## config.mk

```make
export PLATFORM = sky130hd
export DESIGN_NAME = rtc_bus_driver_flat
export DESIGN_NICKNAME = d
export VERILOG_FILES = /design/src/rtl/rtc_bus_pkg.sv /design/src/rtl/rtc_bus_driver_if.sv /design/src/rtl/rtc_bus_driver_phase_timer.sv /design/src/rtl/rtc_bus_driver.sv /design/src/flat_wrapper.sv
export SDC_FILE = /design/constraint.sdc
export NUM_CORES = 1
export LEC_CHECK = 0
export CORE_MARGIN = 2
export CORE_UTILIZATION = 35
export CTS_BUF_LIST = sky130_fd_sc_hd__clkbuf_16
export DETAILED_ROUTE_END_ITERATION = 8
export PLACE_DENSITY_LB_ADDON = 0.2
export SKIP_CTS_REPAIR_TIMING = 1
export SLEW_MARGIN = 15
export SYNTH_ARGS = -nofsm -noshare
export SYNTH_HDL_FRONTEND = slang
export SYNTH_SLANG_ARGS = --single-unit
```

## constraint.sdc

```tcl
create_clock -name clk -period 2.7 [get_ports clk]
set_input_delay 0.54 -clock clk [delete_from_list [all_inputs] [get_ports clk]]
set_output_delay 0.54 -clock clk [all_outputs]
set_load 0.02 [all_outputs]
```

## src/rtl/rtc_bus_pkg.sv

```systemverilog
// Shared definitions for the RTC multiplexed-bus access path: state codes,
// default phase timing and operation encoding.
package rtc_bus_pkg;

    localparam logic [3:0] ST_IDLE     = 4'd0;
    localparam logic [3:0] ST_A_SETUP  = 4'd1;
    localparam logic [3:0] ST_A_STROBE = 4'd2;
    localparam logic [3:0] ST_A_HOLD   = 4'd3;
    localparam logic [3:0] ST_GAP      = 4'd4;
    localparam logic [3:0] ST_D_SETUP  = 4'd5;
    localparam logic [3:0] ST_D_STROBE = 4'd6;
    localparam logic [3:0] ST_D_HOLD   = 4'd7;
    localparam logic [3:0] ST_DONE     = 4'd8;

    typedef enum logic [3:0] {
        S_IDLE     = ST_IDLE,
        S_A_SETUP  = ST_A_SETUP,
        S_A_STROBE = ST_A_STROBE,
        S_A_HOLD   = ST_A_HOLD,
        S_GAP      = ST_GAP,
        S_D_SETUP  = ST_D_SETUP,
        S_D_STROBE = ST_D_STROBE,
        S_D_HOLD   = ST_D_HOLD,
        S_DONE     = ST_DONE
    } state_e;

    localparam int DEF_T_SETUP  = 2;
    localparam int DEF_T_STROBE = 10;
    localparam int DEF_T_HOLD   = 2;
    localparam int DEF_T_GAP    = 10;

    typedef enum logic {
        OP_RD = 1'b0,
        OP_WR = 1'b1
    } op_e;

    function automatic int max4(input int a, input int b, input int c, input int d);
        int m;
        m = a;
        if (b > m) m = b;
        if (c > m) m = c;
        if (d > m) m = d;
        return m;
    endfunction

endpackage

```

## src/rtl/rtc_bus_driver_if.sv

```systemverilog
// Request/response handshake plus RTC pin-side signals of the bus driver.
// The slave modport is the driver itself; master is the surrounding logic/pads.
interface rtc_bus_driver_if;
    logic       req_wr;
    logic       req_rd;
    logic [7:0] addr;
    logic [7:0] wdata;
    logic [7:0] rdata;
    logic       busy;
    logic       done;
    logic       rtc_cs_n;
    logic       rtc_ad_n;
    logic       rtc_rd_n;
    logic       rtc_wr_n;
    logic [7:0] ad_out;
    logic       ad_oe;
    logic [7:0] ad_in;

    modport master (
        output req_wr, req_rd, addr, wdata, ad_in,
        input  rdata, busy, done, rtc_cs_n, rtc_ad_n, rtc_rd_n, rtc_wr_n, ad_out, ad_oe
    );

    modport slave (
        input  req_wr, req_rd, addr, wdata, ad_in,
        output rdata, busy, done, rtc_cs_n, rtc_ad_n, rtc_rd_n, rtc_wr_n, ad_out, ad_oe
    );
endinterface

```

## src/rtl/rtc_bus_driver_phase_timer.sv

```systemverilog
// Down-counter shared by all timed FSM states: a load of N makes expire
// assert on the N-th cycle after the load, so the owning state lasts N cycles.
module phase_timer #(
    parameter int W = 4
) (
    input  logic         clk,
    input  logic         reset,
    input  logic         load,
    input  logic [W-1:0] load_val,
    output logic         expire
);

    logic [W-1:0] count_q;
    logic [W-1:0] count_d;

    always_comb begin
        count_d = count_q;
        if (load) begin
            count_d = (load_val == '0) ? '0 : load_val - W'(1);
        end else if (count_q != '0) begin
            count_d = count_q - W'(1);
        end
    end

    always_ff @(posedge clk or posedge reset) begin
        if (reset) begin
            count_q <= '0;
        end else begin
            count_q <= count_d;
        end
    end

    assign expire = (count_q == '0);

endmodule

```

## src/rtl/rtc_bus_driver.sv

```systemverilog
// Two-phase (address, then data) access engine for the RTC multiplexed AD bus.
// Every pin is a flop whose next value is decoded from the next FSM state.
module rtc_bus_driver
    import rtc_bus_pkg::*;
#(
    parameter int T_SETUP  = DEF_T_SETUP,
    parameter int T_STROBE = DEF_T_STROBE,
    parameter int T_HOLD   = DEF_T_HOLD,
    parameter int T_GAP    = DEF_T_GAP
) (
    input  logic             clk,
    input  logic             reset,
    rtc_bus_driver_if.slave  bus
);

    localparam int T_MAX = max4(T_SETUP, T_STROBE, T_HOLD, T_GAP);
    localparam int TW    = $clog2(T_MAX) + 1;

    state_e     state_q, state_d;
    op_e        op_q, op_d;
    logic [7:0] addr_q, addr_d;
    logic [7:0] wdata_q, wdata_d;
    logic [7:0] rdata_q, rdata_d;

    logic       cs_n_q, cs_n_d;
    logic       ad_n_q, ad_n_d;
    logic       rd_n_q, rd_n_d;
    logic       wr_n_q, wr_n_d;
    logic       ad_oe_q, ad_oe_d;
    logic [7:0] ad_out_q, ad_out_d;
    logic       busy_q, busy_d;
    logic       done_q, done_d;

    logic          tmr_load;
    logic [TW-1:0] tmr_val;
    logic          tmr_expire;

    phase_timer #(.W(TW)) u_timer (
        .clk      (clk),
        .reset    (reset),
        .load     (tmr_load),
        .load_val (tmr_val),
        .expire   (tmr_expire)
    );

    // Next-state and request capture; requests only count while idle.
    always_comb begin
        state_d = state_q;
        op_d    = op_q;
        addr_d  = addr_q;
        wdata_d = wdata_q;
        case (state_q)
            S_IDLE: begin
                if (bus.req_wr || bus.req_rd) begin
                    state_d = S_A_SETUP;
                    op_d    = bus.req_wr ? OP_WR : OP_RD;
                    addr_d  = bus.addr;
                    wdata_d = bus.wdata;
                end
            end
            S_A_SETUP:  if (tmr_expire) state_d = S_A_STROBE;
            S_A_STROBE: if (tmr_expire) state_d = S_A_HOLD;
            S_A_HOLD:   if (tmr_expire) state_d = S_GAP;
            S_GAP:      if (tmr_expire) state_d = S_D_SETUP;
            S_D_SETUP:  if (tmr_expire) state_d = S_D_STROBE;
            S_D_STROBE: if (tmr_expire) state_d = S_D_HOLD;
            S_D_HOLD:   if (tmr_expire) state_d = S_DONE;
            S_DONE:     state_d = S_IDLE;
            default:    state_d = S_IDLE;
        endcase
    end

    // Reload the timer on every entry into a timed state.
    always_comb begin
        tmr_val  = '0;
        tmr_load = 1'b0;
        case (state_d)
            S_A_SETUP, S_D_SETUP:   tmr_val = TW'(T_SETUP);
            S_A_STROBE, S_D_STROBE: tmr_val = TW'(T_STROBE);
            S_A_HOLD, S_D_HOLD:     tmr_val = TW'(T_HOLD);
            S_GAP:                  tmr_val = TW'(T_GAP);
            default:                tmr_val = '0;
        endcase
        if ((state_d != state_q) && (tmr_val != '0)) begin
            tmr_load = 1'b1;
        end
    end

    // Pin decode from the state being entered, so pins line up with state_q.
    always_comb begin
        cs_n_d   = 1'b1;
        ad_n_d   = 1'b1;
        rd_n_d   = 1'b1;
        wr_n_d   = 1'b1;
        ad_oe_d  = 1'b0;
        ad_out_d = '0;
        busy_d   = (state_d != S_IDLE);
        done_d   = (state_d == S_DONE);
        rdata_d  = rdata_q;
        case (state_d)
            S_A_SETUP, S_A_STROBE, S_A_HOLD: begin
                cs_n_d   = 1'b0;
                ad_oe_d  = 1'b1;
                ad_out_d = addr_d;
                ad_n_d   = (state_d != S_A_STROBE);
            end
            S_GAP: begin
                cs_n_d = 1'b0;
            end
            S_D_SETUP, S_D_STROBE, S_D_HOLD: begin
                cs_n_d = 1'b0;
                if (op_d == OP_WR) begin
                    ad_oe_d  = 1'b1;
                    ad_out_d = wdata_d;
                    wr_n_d   = (state_d != S_D_STROBE);
                end else begin
                    rd_n_d   = (state_d != S_D_STROBE);
                end
            end
            default: ;
        endcase
        // Sample the pad while rd_n is still low, on the final strobe cycle.
        if ((state_q == S_D_STROBE) && tmr_expire && (op_q == OP_RD)) begin
            rdata_d = bus.ad_in;
        end
    end

    always_ff @(posedge clk or posedge reset) begin
        if (reset) begin
            state_q  <= S_IDLE;
            op_q     <= OP_RD;
            addr_q   <= '0;
            wdata_q  <= '0;
            rdata_q  <= '0;
            cs_n_q   <= 1'b1;
            ad_n_q   <= 1'b1;
            rd_n_q   <= 1'b1;
            wr_n_q   <= 1'b1;
            ad_oe_q  <= 1'b0;
            ad_out_q <= '0;
            busy_q   <= 1'b0;
            done_q   <= 1'b0;
        end else begin
            state_q  <= state_d;
            op_q     <= op_d;
            addr_q   <= addr_d;
            wdata_q  <= wdata_d;
            rdata_q  <= rdata_d;
            cs_n_q   <= cs_n_d;
            ad_n_q   <= ad_n_d;
            rd_n_q   <= rd_n_d;
            wr_n_q   <= wr_n_d;
            ad_oe_q  <= ad_oe_d;
            ad_out_q <= ad_out_d;
            busy_q   <= busy_d;
            done_q   <= done_d;
        end
    end

    assign bus.rdata    = rdata_q;
    assign bus.busy     = busy_q;
    assign bus.done     = done_q;
    assign bus.rtc_cs_n = cs_n_q;
    assign bus.rtc_ad_n = ad_n_q;
    assign bus.rtc_rd_n = rd_n_q;
    assign bus.rtc_wr_n = wr_n_q;
    assign bus.ad_oe    = ad_oe_q;
    assign bus.ad_out   = ad_out_q;

endmodule
```

## src/flat_wrapper.sv

```systemverilog
// flat-port wrapper written by rule: the top's interface ports become plain ports
module rtc_bus_driver_flat import rtc_bus_pkg::*;
#(
    parameter int T_SETUP  = DEF_T_SETUP,
    parameter int T_STROBE = DEF_T_STROBE,
    parameter int T_HOLD   = DEF_T_HOLD,
    parameter int T_GAP    = DEF_T_GAP
)
  (clk, reset, bus_req_wr, bus_req_rd, bus_addr, bus_wdata, bus_ad_in, bus_rdata, bus_busy, bus_done, bus_rtc_cs_n, bus_rtc_ad_n, bus_rtc_rd_n, bus_rtc_wr_n, bus_ad_out, bus_ad_oe);
  rtc_bus_driver_if bus_i ();
  input  logic clk;
  input  logic reset;
  input wire logic [$bits(bus_i.req_wr)-1:0] bus_req_wr;
  input wire logic [$bits(bus_i.req_rd)-1:0] bus_req_rd;
  input wire logic [$bits(bus_i.addr)-1:0] bus_addr;
  input wire logic [$bits(bus_i.wdata)-1:0] bus_wdata;
  input wire logic [$bits(bus_i.ad_in)-1:0] bus_ad_in;
  output wire logic [$bits(bus_i.rdata)-1:0] bus_rdata;
  output wire logic [$bits(bus_i.busy)-1:0] bus_busy;
  output wire logic [$bits(bus_i.done)-1:0] bus_done;
  output wire logic [$bits(bus_i.rtc_cs_n)-1:0] bus_rtc_cs_n;
  output wire logic [$bits(bus_i.rtc_ad_n)-1:0] bus_rtc_ad_n;
  output wire logic [$bits(bus_i.rtc_rd_n)-1:0] bus_rtc_rd_n;
  output wire logic [$bits(bus_i.rtc_wr_n)-1:0] bus_rtc_wr_n;
  output wire logic [$bits(bus_i.ad_out)-1:0] bus_ad_out;
  output wire logic [$bits(bus_i.ad_oe)-1:0] bus_ad_oe;
  assign bus_i.req_wr = bus_req_wr;
  assign bus_i.req_rd = bus_req_rd;
  assign bus_i.addr = bus_addr;
  assign bus_i.wdata = bus_wdata;
  assign bus_i.ad_in = bus_ad_in;
  assign bus_rdata = bus_i.rdata;
  assign bus_busy = bus_i.busy;
  assign bus_done = bus_i.done;
  assign bus_rtc_cs_n = bus_i.rtc_cs_n;
  assign bus_rtc_ad_n = bus_i.rtc_ad_n;
  assign bus_rtc_rd_n = bus_i.rtc_rd_n;
  assign bus_rtc_wr_n = bus_i.rtc_wr_n;
  assign bus_ad_out = bus_i.ad_out;
  assign bus_ad_oe = bus_i.ad_oe;
  rtc_bus_driver #(.T_SETUP(T_SETUP), .T_STROBE(T_STROBE), .T_HOLD(T_HOLD), .T_GAP(T_GAP)) u_core (.clk(clk), .reset(reset), .bus(bus_i));
endmodule
```

==> metrics.csv, run 1 <==
metric;value;unit
area leader, netlist;dfrtp_1;
pwr/cell area;1140;mW/mm^2
Syn-to-layout area delta;38.5;%
critical path, cell by cell;inv_1 > ha_1 > or4b_1 > or4_4 > mux2_4;
R2R depth;5;
Vias;1407;
CP Capture Type;flop;
first-pass GRT wire length;6660;um
Sum Neg Setup Slack;0;ps
crit path DAT;2400;ps
top post-synthesis cells by area;dfrtp_1 55%, mux2i_1 7.8%, mux2_4 5.9%;
die span in y;80.4;um
vias in the first global route;1478;
share of post-route cells with drive strength above 1;0.137;
Final setup viols;0;
Net Count, Synth;200;
max_slew headroom;0.628;
core area;0.00557;sq mm
min-delay src;u_core.addr_q[3]$_DFF_PP0_;
Metal-1 WL;1880;um
Num CTS Buffers;5;
synthesized area;0.00204;sq mm
sequential area share after synthesis;0.602;
max-slew violation count;0;
worst slew pin tran;556;ps
yosys warns;0;
DR WL/cell;13.0;um
die width;80.4;um
largest net degree at the start of global routing;20;
Hold Path Class;flop to flop;
Crit path largest cell delay;650;ps
detailed placer's ending HPWL;2820;um
Max Cap Violations;0;
CTS tree;yes;
Root Driver;clkbuf_16;
max layer used;met4;
layout net count;255;
gr usage total;0.134;
# port buffers;50;
clk slew on worst S/H paths;60;ps
antenna violations before repair;0;
Worst Setup Path Type;flop to flop;
Worst EP required;2860;ps
post-layout util;0.508;
Crit-path slowest cell;or4_4;
WHS Endpoint;u_core.addr_q[3]$_DFF_PP0_;
ys flop type;dfrtp_1;
R2R setup slack;460;ps
leakage;1.29;nW
Starting Density;0.367;
Synth Area in Compound Gates;0.0667;
antenna-violating nets left;0;
minimum clock period;2240;ps
worst vdd ir;0.502;mV
die footprint;0.00647;sq mm
delay-heaviest family, CP;simple AND/OR/NAND/NOR gates;
CTS sink cnt;49;
worst r2r dst;u_core.bus.rdata[6]$_DFFE_PP0P_;
fmax;446;MHz
1st-pass router iterations;4;
Post-synth EDFFs;0;
synthesized instance count;170;
skew final;4.90;ps
part of the cycle the worst path needs;0.831;
register bit total from synthesis;49;
Diodes inserted;0;
RD Place Congestion;0.768;
Detailed Route Iter0 Violations;55;
final wirelength;3880;um
vias per cell;4.72;
Fill cells;518;
Buffers & Inverters on Critical Path;1;
Clock Tree Buf Depth;2;
worst hold stages;2;
GRT overflow;0;
Yosys top cell area share;0.551;
Adder-Cell Fraction of Synth Area;0.0122;
syn avg cell area;12.0;sq um
metal3 WL;185;um
post-synthesis mux area share;0.137;
Top Ports;51;
RSZ-0062 raised after global routing;false;
startpoint types;flop;
simple-gate share of the synthesized area;0.108;
Worst-Skew Late Latency;280;ps
Netlist cell types;34;
RR Startpoint;u_core.u_timer.count_q[0]$_DFFE_PP0P_;
H-tree depth;2;
DRC violations left;0;
final hold viol count;0;
asr flop ratio synth;1.00;
met2 WL;1790;um
CP Max Fanout;8;
XOR/XNOR Fraction of Synth Area;0.0129;
main combinational cell family by area after synthesis;multiplexers;
outcome;complete, no violations;
Rows;27;
==> registers in the layout, indices dropped and copies added (netlist names) <==
name / flops
u_core.bus.rtc_ad_n: 1
u_core.bus.rtc_cs_n: 1
u_core.bus.rtc_wr_n: 1
u_core.bus.done: 1
u_core.bus.ad_out: 8
u_core.bus.rtc_rd_n: 1
u_core.bus.ad_oe: 1
u_core.u_timer.count_q: 5
u_core.bus.rdata: 8
u_core.wdata_q: 8
u_core.addr_q: 8
u_core.state_q: 4
u_core.bus.busy: 1
u_core.op_q: 1
==> report_power, final <==
group          switching, W  internal, W  total [W]  leakage, nW
combinational      0.000629     0.000594    0.00122        0.612
sequential         0.000164      0.00105    0.00122        0.581
clock              0.000249     0.000528   0.000777       0.0938
==> layout make-up <==
type	count	area (sq um)	area share
flip-flops and latches	49	1230	0.435
clock inverters	3	65.1	0.0230
clock buffers	5	125	0.0442
multi-input cells	92	692	0.244
repair buffers	57	553	0.195
well taps	72	90.1	0.0318
inverters	20	75.1	0.0265
==> cells in the final DEF, fill, tap and decap left out, drive strengths merged <==
master | Yosys | routed
a2111oi | 1 | 1
a211o | 2 | 2
a211oi | 1 | 1
a21o | 1 | 1
a21oi | 5 | 5
a22o | 1 | 1
buf | 5 | 7
bufinv | 0 | 2
clkbuf | 4 | 5
clkdlybuf4s50 | 0 | 50
clkinv | 0 | 1
dfrtp | 45 | 45
dfstp | 4 | 4
ha | 2 | 2
inv | 20 | 20
mux2 | 8 | 8
mux2i | 16 | 16
nand2 | 13 | 13
nand2b | 2 | 2
nand3 | 3 | 3
nand4b | 1 | 1
nand4bb | 1 | 1
nor2 | 11 | 11
nor2b | 1 | 1
nor3 | 3 | 3
nor4 | 1 | 1
nor4b | 1 | 1
o21ai | 1 | 1
o22ai | 8 | 8
or3 | 3 | 3
or4 | 2 | 2
or4b | 1 | 1
xnor2 | 1 | 1
xor2 | 2 | 2
==> Yosys cell counts, types with 2 or more instances <==
cell	count
dfrtp_1	45
inv_1	20
mux2i_1	16
nand2_1	13
nor2_1	11
mux2_4	8
o22ai_1	8
a21oi_1	5
clkbuf_1	4
dfstp_2	4
buf_2	3
nand3_1	3
nor3_1	3
or3_1	3
a211o_1	2
ha_1	2
nand2b_1	2
xor2_1	2
==> worst max-delay path by stage <==
stage,start,to,slack (ps),cells past startpoint
floorplan,u_core.u_timer.count_q[0]$_DFFE_PP0P_,u_core.bus.rdata[0]$_DFFE_PP0P_,440,7
global placement,u_core.u_timer.count_q[0]$_DFFE_PP0P_,u_core.bus.rdata[6]$_DFFE_PP0P_,470,5
detailed placement,u_core.u_timer.count_q[0]$_DFFE_PP0P_,u_core.bus.rdata[6]$_DFFE_PP0P_,460,5
CTS,u_core.u_timer.count_q[0]$_DFFE_PP0P_,u_core.bus.rdata[6]$_DFFE_PP0P_,450,5
global route,u_core.u_timer.count_q[0]$_DFFE_PP0P_,u_core.bus.rdata[7]$_DFFE_PP0P_,370,5
finish,u_core.u_timer.count_q[0]$_DFFE_PP0P_,u_core.bus.rdata[6]$_DFFE_PP0P_,460,5
==> through the flow <==
stage,setup WS (ps),cells,total power (W),hold WS (ps),area [sq um]
4_1_cts,450,298,0.00326,482,2830
6_report,456,298,0.00322,481,2830
5_1_grt,373,298,0.00346,504,2830
3_5_place_dp,461,290,0.00247,467,2640
3_3_place_gp,474,290,0.00245,463,2640
2_1_floorplan,436,170,0.00201,446,2040
==> worst register-to-register path, cell delays in order, from the launching register on <==
cell and delay (ps):
dfrtp_1 390, inv_1 100, ha_1 180, or4b_1 470
or4_4 650, mux2_4 340
==> kinds of logic (layout without fill, tap and decap cells) <==
| kind of cell | Yosys count | in the layout |
|---|---|---|
| buf+inv | 29 | 85 |
| simple gates | 43 | 43 |
| compound gates | 20 | 20 |
| xor+xnor | 3 | 3 |
| mux | 24 | 24 |
| flops | 49 | 49 |
| fa+ha+maj | 2 | 2 |
==> layer usage <==
layer / GRT usage / vias up
met3: 0.0382 / 4
met5: 0 / -
met2: 0.220 / 41
met4: 0.0356 / 0
met1: 0.174 / 678
li1: - / 684
No activity file was read; power rests on OpenSTA's default activity.
==> run 2, diff against run 1 <==
- clock period: 2.7 -> 1.9 ns (I/O delays scaled with it)
==> run 2 against run 1 <==
Effect of this change: the flow now finishes with violations (setup timing); die area stayed put; core utilization grew 2.9 points; power rose by 48%; non-clock buffer count increased by 13; setup slack worse by 600 ps.
==> metrics.csv, run 2 (synthesis gave the netlist of run 1 again) <==
metric;value;unit
total power draw;0.00477;W
RD Place Congestion;0.814;
switching power;0.00158;W
metal3 WL;231;um
vias in the first global route;1393;
final wirelength;4090;um
Internal;0.00319;W
gr usage total;0.134;
Sum Neg Setup Slack;-1100;ps
max-slew violation count;0;
Top Ports;51;
Metal-1 WL;1950;um
Worst-Skew Late Latency;280;ps
pwr/cell area;1590;mW/mm^2
Diodes inserted;0;
leakage;1.36;nW
minimum clock period;2040;ps
switching portion of total power;0.331;
# port buffers;50;
core area;0.00557;sq mm
GRT overflow;0;
outcome;finished, violations left;
Vias;1464;
Syn-to-layout area delta;46.5;%
detailed placer's ending HPWL;2950;um
max_slew headroom;0.711;
antenna violations before repair;0;
worst r2r dst;u_core.bus.rdata[6]$_DFFE_PP0P_;
Num CTS Buffers;5;
violated checks;setup timing;
placed cells;303;
CP Capture Type;flop;
worst vdd ir;0.573;mV
vias per cell;4.71;
1st-pass router iterations;4;
Root Driver;clkbuf_16;
commonest non-fill, non-tap cell in the layout;clkdlybuf4s50_1;
die footprint;0.00647;sq mm
share of post-route cells with drive strength above 1;0.218;
CTS tree;yes;
Hold Path Class;input pin to async pin;
Final setup viols;9;
Placed Area;0.00281;sq mm
RSZ-0062 raised after global routing;true;
combinational share of power;0.431;
layout net count;268;
Starting Density;0.367;
Worst Setup Path Type;flop to flop;
met2 WL;1850;um
clock share of power;0.209;
crit path DAT;2210;ps
R2R setup slack;-140;ps
final hold slack;333;ps
die span in y;80.4;um
Final Worst Setup Slack;-141;ps
first-pass GRT wire length;6580;um
Clock Tree Buf Depth;2;
Worst EP required;2070;ps
die width;80.4;um
final hold viol count;0;
RR Startpoint;u_core.u_timer.count_q[1]$_DFFE_PP0P_;
DR WL/cell;13.1;um
Rows;27;
H-tree depth;2;
largest net degree at the start of global routing;30;
part of the cycle the worst path needs;1.07;
clk slew on worst S/H paths;60;ps
Max Cap Violations;0;
R2R depth;5;
Final Cell Area;0.00300;sq mm
Seq pwr share;0.360;
CP Max Fanout;8;
fmax;490;MHz
non-filler cells, final;311;
startpoint types;flop;
most used cells in the layout excluding fill and tap cells;50 x clkdlybuf4s50_1, 45 x dfrtp_1, 17 x inv_1, 17 x buf_4, 16 x mux2i_1;
DRC violations left;0;
antenna-violating nets left;0;
skew final;6.05;ps
CTS sink cnt;49;
max layer used;met4;
Detailed Route Iter0 Violations;55;
worst slew pin tran;432;ps
## run 2: cell types whose count changed in the layout (fill, tap and decap cells not counted), moves of 2 or more
| cell | change |
|---|---|
| buf_12 | +3 |
| buf_4 | +10 |
| inv_1 | -2 |
| inv_2 | +2 |
## run 2: worst max-delay path, stage by stage (launching register included)
cell     delay [ps]
dfrtp_1         390
inv_2            80
ha_4            130
or4b_4          450
or4_4           540
mux2_4          330
## run 2: how the worst max path moves through the flow
stage | from | to | slack, ps | cells after the start
3_5_place_dp | u_core.u_timer.count_q[1]$_DFFE_PP0P_ | u_core.bus.rdata[7]$_DFFE_PP0P_ | -140 | 5
6_report | u_core.u_timer.count_q[1]$_DFFE_PP0P_ | u_core.bus.rdata[6]$_DFFE_PP0P_ | -140 | 5
3_3_place_gp | u_core.u_timer.count_q[1]$_DFFE_PP0P_ | u_core.bus.rdata[3]$_DFFE_PP0P_ | -100 | 5
4_1_cts | u_core.u_timer.count_q[1]$_DFFE_PP0P_ | u_core.bus.rdata[6]$_DFFE_PP0P_ | -150 | 5
2_1_floorplan | u_core.u_timer.count_q[1]$_DFFE_PP0P_ | u_core.bus.rdata[0]$_DFFE_PP0P_ | -250 | 7
5_1_grt | u_core.u_timer.count_q[1]$_DFFE_PP0P_ | u_core.bus.rdata[2]$_DFFE_PP0P_ | -200 | 5
## run 2: power groups by stage
stage	clock (W)	combinational [W]	sequential (W)
finish	0.000998	0.00205	0.00172
global route	0.00107	0.00226	0.00178
CTS	0.00102	0.00205	0.00172
detailed placement	0	0.00204	0.00173
global placement	0	0.00201	0.00173
floorplan	0	0.00105	0.00187
## run 2: layer usage
metal	global-route usage	vias up
li1	-	704
met1	0.188	713
met2	0.202	41
met3	0.0348	6
met4	0.0441	0
met5	0	-
## run 2: per-stage QoR
step           worst slack (ps)  utilization
2_1_floorplan              -248            -
3_3_place_gp               -101        0.503
3_5_place_dp               -139        0.503
4_1_cts                    -147        0.534
5_1_grt                    -202        0.537
6_report                   -141        0.537
## run 2: layout make-up
| type | instances | area [sq um] |
|---|---|---|
| multi-input cells | 92 | 742 |
| fillers | 500 | 2580 |
| clock buffers | 5 | 125 |
| well taps | 72 | 90.1 |
| repair buffers | 70 | 688 |
| flip-flops and latches | 49 | 1230 |
| inverters | 20 | 75.1 |
| clock inverters | 3 | 43.8 |
==> run 3, diff against run 2 <==
- HOLD_SLACK_MARGIN: default -> 0.05
==> results of run 3 <==
Same layout as run 2: the final DEF is identical, and so are final timing and power.
